[config.mk]
export PLATFORM = sky130hd
export DESIGN_NAME = ak4619_target
export DESIGN_NICKNAME = d
export VERILOG_FILES = /design/src/rtl/ak4619_target.sv
export SDC_FILE = /design/constraint.sdc
export NUM_CORES = 1
export LEC_CHECK = 0
export CORE_UTILIZATION = 45
export CTS_BUF_LIST = sky130_fd_sc_hd__clkbuf_16
export CTS_CLUSTER_DIAMETER = 200
export CTS_CLUSTER_SIZE = 10
export DETAILED_ROUTE_END_ITERATION = 7
export GPL_TIMING_DRIVEN = 0
export PLACE_DENSITY = 0.69
export SETUP_SLACK_MARGIN = 0.5
export SYNTH_ARGS = -nofsm -noshare
export SYNTH_HDL_FRONTEND = slang
export SYNTH_SLANG_ARGS = --single-unit
export TNS_END_PERCENT = 5
[constraint.sdc]
create_clock -name clk_256fs -period 4.8 [get_ports clk_256fs]
set_input_delay 1.2 -clock clk_256fs [delete_from_list [all_inputs] [get_ports clk_256fs]]
set_output_delay 1.2 -clock clk_256fs [all_outputs]
set_load 0.02 [all_outputs]
[src/rtl/ak4619_target.sv]
// TDM128 CODEC stand-in: receives four DAC slots on sdin1 and returns four ADC slots on sdout1.
// Each slot spans 32 BICK periods; only the top W bit positions of a slot carry data.
module ak4619_target #(
    parameter int W = 16
) (
    input  logic                clk_256fs,
    input  logic                rst,
    input  logic                pdn,
    input  logic                bick,
    input  logic                lrck,
    input  logic                sdin1,
    output logic                sdout1,
    input  logic signed [W-1:0] adc_in0,
    input  logic signed [W-1:0] adc_in1,
    input  logic signed [W-1:0] adc_in2,
    input  logic signed [W-1:0] adc_in3,
    output logic signed [W-1:0] dac_out0,
    output logic signed [W-1:0] dac_out1,
    output logic signed [W-1:0] dac_out2,
    output logic signed [W-1:0] dac_out3,
    output logic                frame_valid,
    output logic                sync_err,
    output logic                locked
);
    typedef enum logic {SYNC_WAIT = 1'b0, RUN = 1'b1} state_t;

    localparam logic [W-1:0] L_MSB = ~({W{1'b1}} >> 1);

    state_t       r_state;
    state_t       w_state_nxt;
    logic         r_lrck_q;
    logic         r_sdout;
    logic         r_fv;
    logic         r_se;
    logic         r_locked;
    logic [6:0]   r_bitpos;
    logic [W-1:0] r_tx [4];
    logic [W-1:0] r_rx [4];
    logic [W-1:0] r_dac [4];

    logic         w_clr;
    logic         w_fs_start;
    logic [6:0]   w_pos;
    logic [W-1:0] w_tx_word;
    logic [W-1:0] w_tx_shift;
    logic [W-1:0] w_rx_mask;
    logic         w_tx_bit;

    assign w_clr      = rst | ~pdn;
    assign w_fs_start = r_lrck_q & ~lrck;
    assign w_pos      = w_fs_start ? 7'd0 : r_bitpos;
    // Slot 0 bit 0 goes out in the same cycle the ADC words are captured.
    assign w_tx_word  = w_fs_start ? adc_in0 : r_tx[w_pos[6:5]];
    // Shifting past W leaves zeros, so unused slot positions drive 0 and receive nothing.
    assign w_tx_shift = w_tx_word << w_pos[4:0];
    assign w_tx_bit   = w_tx_shift[W-1];
    assign w_rx_mask  = L_MSB >> r_bitpos[4:0];

    always_ff @(posedge clk_256fs) begin
        if (w_clr) r_state <= SYNC_WAIT;
        else       r_state <= w_state_nxt;
    end

    always_comb begin
        w_state_nxt = r_state;
        if (w_fs_start) w_state_nxt = RUN;
    end

    always_ff @(posedge clk_256fs) begin
        if (w_clr) begin
            r_lrck_q <= 1'b0;
            r_sdout  <= 1'b0;
            r_fv     <= 1'b0;
            r_se     <= 1'b0;
            r_locked <= 1'b0;
            r_bitpos <= 7'd0;
            for (int c = 0; c < 4; c++) begin
                r_tx[c]  <= '0;
                r_rx[c]  <= '0;
                r_dac[c] <= '0;
            end
        end else begin
            r_lrck_q <= lrck;
            r_fv     <= 1'b0;
            r_se     <= 1'b0;
            if (w_fs_start) begin
                r_locked <= 1'b1;
                r_bitpos <= 7'd0;
                r_tx[0]  <= adc_in0;
                r_tx[1]  <= adc_in1;
                r_tx[2]  <= adc_in2;
                r_tx[3]  <= adc_in3;
                for (int c = 0; c < 4; c++) r_rx[c] <= '0;
                // The very first boundary only locks; it has no completed frame behind it.
                if (r_state == RUN) begin
                    if (r_bitpos == 7'd0) begin
                        for (int c = 0; c < 4; c++) r_dac[c] <= r_rx[c];
                        r_fv <= 1'b1;
                    end else begin
                        r_se <= 1'b1;
                    end
                end
                if (!bick) r_sdout <= w_tx_bit;
            end else if (r_state == RUN) begin
                if (!bick) begin
                    r_sdout <= w_tx_bit;
                end else begin
                    r_rx[r_bitpos[6:5]] <= (r_rx[r_bitpos[6:5]] & ~w_rx_mask)
                                         | ({W{sdin1}} & w_rx_mask);
                    r_bitpos <= r_bitpos + 7'd1;
                end
            end else begin
                r_sdout <= 1'b0;
            end
        end
    end

    assign sdout1      = r_sdout;
    assign dac_out0    = r_dac[0];
    assign dac_out1    = r_dac[1];
    assign dac_out2    = r_dac[2];
    assign dac_out3    = r_dac[3];
    assign frame_valid = r_fv;
    assign sync_err    = r_se;
    assign locked      = r_locked;

endmodule

==> flow_summary.ini, run 1 <==
[clock_network]
clk_pin_slew_ns = 0.06
cts.root.buffer_cell = clkbuf_16
cts_max_level = 1
cts_tree = done
cts_hold_buf = 0
cts_buffers = 24
post-cts-setup-buffers = 0
clkLatencyLatePin_ns = 0.50
cts.sinks = 206
clk_path_buf_depth = 3

[critical_path]
cp.arrival_ns = 4.18
crit_type = in2reg
end_kind = flop
cp_slowest_stage_delay_ns = 0.61
crit_buf_inv = 3
crit_family = simple AND/OR/NAND/NOR gates
crit_top_cell = nand2_1
path_cells = clkdlybuf4s50_1, nand2b_1, nor2_2, inv_6, nor2_1, nand2_1, clkbuf_1, nand2_1
cp-start-kind = input port
cp_max_fo = 72
crit_slowest_cell = nand2_1
cp.required_ns = 4.86

[grt]
track_usage = 0.201
grt_pass1_wl_mm = 30.9
grt-ovfl-total = 0
antenna_found_initial = 0
grt_max_degree = 73
grt_pass1_vias = 5729

[power]
power.density_nw_per_um2 = 343
peakVddDrop_uv = 260
leakage_nw = 4.42
p_total_w = 0.00391

[routing]
wl_mm = 20.1
drt-pass1-iter-count = 5
ant_nets = 0
vias = 5858
vias_per_cell = 5.36
drc = 0
first_iter_violations = 656
wire_per_inst_um = 18.4

[logic_synthesis]
synth_top_family_by_area = simple AND/OR/NAND/NOR gates
synth_edf_count = 192
synth_top_flop_cell = edfxtp_1
synth_simple_gate_area_frac = 0.169
synth_compound_area_frac = 0.0296
syn_area_um2 = 8950
synth_fa_ha_area_frac = 0.00838
muxShareOfSynthArea = 0.0894
ys_ff_latch = 206
synth.net_count = 722
syn_inst = 646
yosysSeqAreaShare = 0.675
avgSynthCellArea_um2 = 13.9
synth_cell_type_count = 47
synth_xor_area_frac = 0.00293
ys_warn_count = 0
synthArstFlopShare = 0

[finish]
drive_gt1_frac = 0.0834
n_fill_cell = 1512
antenna_cells = 0
multi_input_area_um2 = 2690
seqCellArea_um2 = 6050
fin_area_um2 = 11400
fin_nets = 886
syn_to_final_growth_pct = 27.4

[timing]
fin_skew_ns = 0.00600
post-route-min-period_ns = 4.12
setup_viol_count_final = 0
rsz0062_at_grt = false
relSlewSlack = 0.469
timing.hold.ws_ns = 0.549
tightest_slew_ns = 0.796
slew_violations = 0
finalHoldViolCount = 0
finalSetupTns_ns = 0
fin_crit_sh = 0.858
max_freq_mhz = 243
finalWorstSetupSlack_ns = 0.680

[floorplanning]
core_region_area_um2 = 19500
num_io_pins = 138
rows = 51
die_area_um2 = 20500
start_util = 0.460
die_x_um = 143
die_h_um = 143

[min_path]
min_path_type = reg2reg

[place]
dp_hpwl_mm = 14.0
portBuffers = 137
place_area_um2 = 10700
place_ws_ns = -0.675
gp_congestion = 0.884

[status]
outcome = finished, final reports clean

[run]
maxCapViolations = 0
## placed cells by master, fill, tap and decap left out, types with 3 or more instances in the layout
cell / synthesis / final
and2_1: 66 / 66
mux4_1: 5 / 5
nor2b_1: 4 / 4
clkdlybuf4s50_1: 0 / 137
inv_1: 3 / 20
buf_2: 5 / 5
a21oi_1: 13 / 13
buf_4: 5 / 5
nor3_1: 6 / 6
and3_1: 64 / 64
nand4_1: 3 / 3
ha_1: 6 / 6
nand3_1: 7 / 7
or3_1: 3 / 3
nand2b_1: 11 / 11
clkbuf_1: 34 / 34
dfxtp_1: 14 / 14
mux4_2: 19 / 19
nor2_1: 96 / 95
edfxtp_1: 192 / 192
clkbuf_16: 0 / 26
mux2i_1: 23 / 23
a31oi_1: 4 / 4
nand2_1: 25 / 21
nand2_2: 0 / 4
o21ai_0: 7 / 7
## cell families after synthesis
family	after synthesis
AO/OA/AOI/OAI	41
XOR/XNOR	3
adder cells (fa/ha/maj)	6
buffers and inverters	51
flip-flops	206
multiplexers	48
AND/OR/NAND/NOR	291
## synthesized netlist by cell type (3+ instances only)
master | number | area (um2)
edfxtp_1 | 192 | 5770
nor2_1 | 96 | 360
and2_1 | 66 | 413
and3_1 | 64 | 400
clkbuf_1 | 34 | 128
nand2_1 | 25 | 93.8
mux2i_1 | 23 | 230
mux4_2 | 19 | 428
dfxtp_1 | 14 | 280
a21oi_1 | 13 | 65.1
nand2b_1 | 11 | 68.8
nand3_1 | 7 | 35.0
o21ai_0 | 7 | 35.0
ha_1 | 6 | 75.1
nor3_1 | 6 | 30.0
buf_2 | 5 | 25.0
buf_4 | 5 | 37.5
mux4_1 | 5 | 131
a31oi_1 | 4 | 25.0
nor2b_1 | 4 | 25.0
inv_1 | 3 | 11.3
nand4_1 | 3 | 18.8
or3_1 | 3 | 18.8
## through the flow
stage	util	cells
CTS	0.586	1092
detailed placement	0.549	1049
global route	0.586	1092
floorplan	-	646
global placement	0.548	1048
finish	0.586	1092
## path summary, 6_finish.rpt
path	slack, ns	from	end	cells past startpoint
max	0.68	rst	r_rx[0][1]	8
max reg2reg	1.54	r_lrck_q	r_rx[0][1]	7
min reg2reg	0.55	r_rx[1][14]	r_dac[1][14]	1
min	0.55	r_rx[1][14]	r_dac[1][14]	1
## final cells by class
| type | count | share of cell area |
|---|---|---|
| multi-input cells | 389 | 0.236 |
| inverters | 4 | 0.00175 |
| well taps | 265 | 0.0291 |
| flip-flops and latches | 206 | 0.530 |
| clock buffers | 26 | 0.0570 |
| clock inverters | 17 | 0.00559 |
| plain buffers | 47 | 0.0191 |
| repair buffers | 138 | 0.122 |
## state kept, by name (all words and copies together) (netlist names), 7 cells and up, named ones only
signal and flops:
r_rx 64, r_dac 64, r_bitpos 7, r_tx 64
## what timing repair did
item                                   CTS  global route
endpoints found under the hold margin    0             0
setup endpoints to repair               64            64
resized for setup                        2             4
## report_power, final
| part | leakage, nW | switching, W | internal, W |
|---|---|---|---|
| clock | 0.411 | 0.000664 | 0.000959 |
| sequential | 2.27 | 0.0000256 | 0.00203 |
| combinational | 1.74 | 0.000118 | 0.000114 |
| total | 4.42 | 0.000807 | 0.00310 |
## metal layers
layer,vias up,part of all wire,track usage
met3,45,0.072,0.0325
met4,0,0.027,0.0736
li1,2702,-,-
met2,276,0.50,0.348
met5,-,0,0
met1,2835,0.40,0.254
## worst register-to-register path: cells and delay by family (launching register included)
kind | cells | cell delay (ns)
buf+inv | 2 | 0.92
flops | 1 | 0.34
simple gates | 5 | 1.56
No activity file was read; power rests on OpenSTA's default activity.
==> inputs of run 2 (changes only) <==
--- a/config.mk
+++ b/config.mk
@@ -11,8 +11,9 @@
 export CTS_CLUSTER_SIZE = 10
 export DETAILED_ROUTE_END_ITERATION = 7
 export GPL_TIMING_DRIVEN = 0
-export PLACE_DENSITY = 0.69
-export SETUP_SLACK_MARGIN = 0.5
+export PLACE_DENSITY = 0.71
+export SETUP_SLACK_MARGIN = 0.02
+export SLEW_MARGIN = 20
 export SYNTH_ARGS = -nofsm -noshare
 export SYNTH_HDL_FRONTEND = slang
 export SYNTH_SLANG_ARGS = --single-unit
==> constraint.sdc (replaced) <==
create_clock -name clk_256fs -period 3.7 [get_ports clk_256fs]
set_input_delay 0.925 -clock clk_256fs [delete_from_list [all_inputs] [get_ports clk_256fs]]
set_output_delay 0.925 -clock clk_256fs [all_outputs]
set_load 0.02 [all_outputs]
==> flow_summary.ini, run 2 (synthesis gave the netlist of run 1 again) <==
[min_path]
min_to = r_dac[2][2]
hold-path-cell-count = 1
hp-start = r_rx[2][2]
min_path_type = reg2reg

[critical_path]
crit_family = buffers and inverters
r2r-end = r_dac[3][12]
cp-start-kind = input port
path_cells = clkdlybuf4s50_1, nand2b_1, nor2_4, bufinv_8, nor2_1, nand3b_1, clkbuf_1, nand2_4
crit_buf_inv = 3
timing.rr.start = r_bitpos[0]
worstRegToRegCells = 10
crit_type = in2reg
cp_slowest_stage_delay_ns = 0.53
crit_slowest_cell = clkbuf_1
cp_max_fo = 72
end_kind = flop
rrSetupSlack_ns = 0.60
cp.arrival_ns = 3.75
cp.required_ns = 3.89

[place]
dp_hpwl_mm = 13.8
portBuffers = 137
place_ws_ns = -1.06
gp_congestion = 0.880

[timing]
setup_viol_count_final = 0
max_freq_mhz = 281
tightest_slew_ns = 0.691
timing.hold.ws_ns = 0.550
post-route-min-period_ns = 3.56
fin_crit_sh = 0.962
relSlewSlack = 0.539
finalWorstSetupSlack_ns = 0.140
slew_violations = 0
finalHoldViolCount = 0
rsz0062_at_grt = true
fin_skew_ns = 0.0118

[finish]
multi_input_area_um2 = 2720
drive_gt1_frac = 0.0882
n_fill_cell = 1544
final_common_cell = edfxtp_1
fin_nets = 886
reg_top3 = r_dac x64, r_rx x64, r_tx x64
syn_to_final_growth_pct = 28.0
antenna_cells = 0
seqCellArea_um2 = 6050
layout_common_cells = edfxtp_1 (192), clkdlybuf4s50_1 (137), nor2_1 (95)

[clock_network]
cts.sinks = 206
post-cts-setup-buffers = 0
cts_hold_buf = 0
cts_buffers = 24
cts_max_level = 1
cts_tree = done
clk_path_buf_depth = 3
clk_pin_slew_ns = 0.05
clkLatencyLatePin_ns = 0.51
cts.root.buffer_cell = clkbuf_16
ctsResizeCount = 6

[routing]
first_iter_violations = 507
drc = 0
drt-pass1-iter-count = 5
wire_per_inst_um = 18.0
ant_nets = 0
wl_mm = 19.7
vias = 5698
vias_per_cell = 5.21

[power]
power.density_nw_per_um2 = 445
leakage_nw = 4.45
p_total_w = 0.00510
peakVddDrop_uv = 272

[run]
maxCapViolations = 0

[grt]
antenna_found_initial = 0
track_usage = 0.197
grt_max_degree = 73
grt_pass1_vias = 5690
grt-ovfl-total = 0
grt_pass1_wl_mm = 30.0

[floorplanning]
core_region_area_um2 = 19500
num_io_pins = 138
die_h_um = 143
rows = 51
start_util = 0.460
die_x_um = 143
die_area_um2 = 20500

[status]
outcome = finished, final reports clean
==> run 2: worst max path at each step <==
stage          from          end  slack, ns  cells past startpoint
2_1_floorplan  lrck   r_rx[2][0]       0.24                      7
3_3_place_gp    rst   r_rx[1][2]      -1.36                      8
4_1_cts         rst  r_rx[2][13]      -0.03                      8
3_5_place_dp    rst  r_rx[1][15]      -1.06                      8
6_report        rst  r_rx[1][15]       0.14                      8
5_1_grt        lrck  r_rx[1][10]      -0.06                      8
==> run 2: final cells by class <==
| cell class | instances | share of cell area |
|---|---|---|
| Sequential cell | 206 | 0.528 |
| Multi-Input combinational cell | 389 | 0.237 |
| Timing Repair Buffer | 138 | 0.121 |
| Clock buffer | 25 | 0.0546 |
| Tap cell | 265 | 0.0289 |
| Buffer | 47 | 0.0193 |
| Clock inverter | 19 | 0.00852 |
| Inverter | 4 | 0.00251 |
==> run 2: stage by stage <==
step	util	std cells	setup TNS [ns]	area [um2]
2_1_floorplan	-	646	0	8950
3_3_place_gp	0.548	1048	-157.88	10700
3_5_place_dp	0.549	1049	-74.07	10700
4_1_cts	0.587	1093	-1.14	11400
5_1_grt	0.589	1093	-0.943	11500
6_report	0.589	1093	0	11500
==> run 2: power by group <==
part / total (W) / switching, W / internal (W)
registers: 0.00267 / 0.0000329 / 0.00263
logic: 0.000303 / 0.000152 / 0.000150
clock network: 0.00213 / 0.000861 / 0.00127
==> run 2: worst register-to-register path: cells and delay by family (launching register included) <==
kind          cells  cell delay (ns)
flops             1             0.33
fa+ha+maj         1             0.22
simple gates      5             1.11
buf+inv           4             1.32
==> run 2: per-layer routing <==
layer / vias up / wire, um / track usage
li1: 2706 / - / -
met2: 233 / 9820 / 0.347
met1: 2726 / 8080 / 0.237
met4: 0 / 391 / 0.0702
met5: - / 0 / 0
met3: 33 / 1420 / 0.0446
==> inputs of run 3 (changes only) <==
--- a/config.mk
+++ b/config.mk
@@ -11,7 +11,7 @@
 export CTS_CLUSTER_SIZE = 10
 export DETAILED_ROUTE_END_ITERATION = 7
 export GPL_TIMING_DRIVEN = 0
-export PLACE_DENSITY = 0.71
+export PLACE_DENSITY = 0.69
 export SETUP_SLACK_MARGIN = 0.02
 export SLEW_MARGIN = 20
 export SYNTH_ARGS = -nofsm -noshare
==> constraint.sdc (replaced) <==
create_clock -name clk_256fs -period 3.45 [get_ports clk_256fs]
set_input_delay 0.8625 -clock clk_256fs [delete_from_list [all_inputs] [get_ports clk_256fs]]
set_output_delay 0.8625 -clock clk_256fs [all_outputs]
set_load 0.02 [all_outputs]
==> flow_summary.ini, run 3 (synthesis gave the netlist of run 1 again) <==
[critical_path]
endpoint = r_rx[0][2]
cp-startpoint = rst
cp_max_fo = 72
crit_type = in2reg
r2r-end = r_dac[2][8]
cp-start-kind = input port
rrSetupSlack_ns = 0.36
worstRegToRegCells = 10
cp.required_ns = 3.60
timing.rr.start = r_bitpos[0]
cp.arrival_ns = 3.45
end_kind = flop

[grt]
grt-ovfl-total = 0
grt_pass1_wl_mm = 30.5
antenna_found_initial = 0
grt_max_degree = 73
grt_pass1_vias = 5715
track_usage = 0.198

[clock_network]
clk_path_buf_depth = 3
clkLatencyLatePin_ns = 0.51
cts.sinks = 206
cts_buffers = 24
clk_pin_slew_ns = 0.05
cts_max_level = 1
cts.root.buffer_cell = clkbuf_16
cts_hold_buf = 0
cts_tree = done

[power]
switchingPower_w = 0.00113
seqPwrFrac = 0.522
intPower_w = 0.00435
peakVddDrop_uv = 296
combPwrFrac = 0.059
power.density_nw_per_um2 = 477
switching_share = 0.206
leakage_nw = 4.45
pwr-share-clk = 0.419

[routing]
wl_mm = 19.9
drt-pass1-iter-count = 5
wire_per_inst_um = 18.2
vias = 5745
ant_nets = 0
drc = 0
vias_per_cell = 5.25
first_iter_violations = 571

[floorplanning]
die_area_um2 = 20500
die_h_um = 143
die_x_um = 143
num_io_pins = 138
core_region_area_um2 = 19500
rows = 51
start_util = 0.460

[status]
outcome = finished, final reports clean

[timing]
timing.hold.ws_ns = 0.551
slew_violations = 0
relSlewSlack = 0.519
post-route-min-period_ns = 3.30
rsz0062_at_grt = false
setup_viol_count_final = 0
tightest_slew_ns = 0.722
fin_skew_ns = 0.0168
fin_crit_sh = 0.957
finalHoldViolCount = 0
max_freq_mhz = 303

[finish]
n_fill_cell = 1512
reg_top3 = r_dac x64, r_rx x64, r_tx x64
antenna_cells = 0
fin_nets = 888
final_common_cell = edfxtp_1
layout_common_cells = edfxtp_1 (192), clkdlybuf4s50_1 (137), nor2_1 (94)
fin_area_um2 = 11500
syn_to_final_growth_pct = 28.2
drive_gt1_frac = 0.0940

[place]
gp_congestion = 0.884
place_area_um2 = 10700
dp_hpwl_mm = 13.9
portBuffers = 137

[min_path]
min_path_type = reg2reg

[run]
maxCapViolations = 0
-- run 3: changes by cell type in the layout (fill, tap and decap cells not counted), sizes merged --
| cell | previous run | this run |
|---|---|---|
| buf | 13 | 15 |
| bufinv | 2 | 1 |
| inv | 21 | 22 |
-- run 3: layer usage --
metal,wire length [um],global-route usage
met5,0,0
met4,330,0.0532
met3,1300,0.0312
met2,10000,0.354
met1,8250,0.248
-- run 3: how the worst min path moves through the flow --
| stage | slack [ns] | cells after the start | startpoint | to |
|---|---|---|---|---|
| after CTS | 0.55 | 1 | r_rx[3][7] | r_dac[3][7] |
| final | 0.55 | 1 | r_rx[1][14] | r_dac[1][14] |
| after floorplan | 0.52 | 1 | r_rx[2][0] | r_dac[2][0] |
| after detailed placement | 0.54 | 1 | r_rx[2][6] | r_dac[2][6] |
| after global placement | 0.53 | 1 | r_rx[2][14] | r_dac[2][14] |
| after global routing | 0.57 | 1 | r_rx[2][1] | r_dac[2][1] |
-- run 3: metrics by stage --
stage,worst slack (ns),TNS (ns),util,total power [W],std cells
floorplan,0.0482,0,-,0.00304,646
global placement,-1.60,-197.56,0.548,0.00322,1048
detailed placement,-1.24,-90.12,0.549,0.00323,1049
CTS,-0.0860,-1.30,0.588,0.00551,1093
global route,0.0280,0,0.590,0.00564,1095
finish,0.148,0,0.590,0.00548,1095
-- run 3: critical path, stage by stage --
cell and delay [ns]:
clkdlybuf4s50_1 0.42, nand2b_1 0.28, nor2_4 0.36, inv_8 0.25, nor2_2 0.25, nand2_1 0.28
clkbuf_2 0.32, nand2_2 0.40
-- run 3: final cells by class --
cell class | count | area [um2] | area share
plain buffers | 47 | 225 | 0.0196
clock buffers | 25 | 626 | 0.0545
clock inverters | 19 | 97.6 | 0.00850
inverters | 4 | 22.5 | 0.00196
multi-input cells | 389 | 2720 | 0.237
flip-flops and latches | 206 | 6050 | 0.527
well taps | 265 | 332 | 0.0289
repair buffers | 140 | 1410 | 0.123
-- run 3: repair_timing --
| action | CTS | global route |
|---|---|---|
| endpoints found under the setup margin | 64 | 64 |
| pin swaps | 0 | 1 |
| gates resized for setup | 13 | 8 |
| endpoints found under the hold margin | 0 | 0 |
| setup buffers | 0 | 2 |
-- run 3: power by group through the flow --
stage               clock network (W)  registers, W   logic, W
finish                        0.00229       0.00286   0.000325
global route                  0.00243       0.00287   0.000347
CTS                           0.00232       0.00286   0.000327
detailed placement                  0       0.00291   0.000323
global placement                    0       0.00291   0.000314
floorplan                           0       0.00294  0.0000987
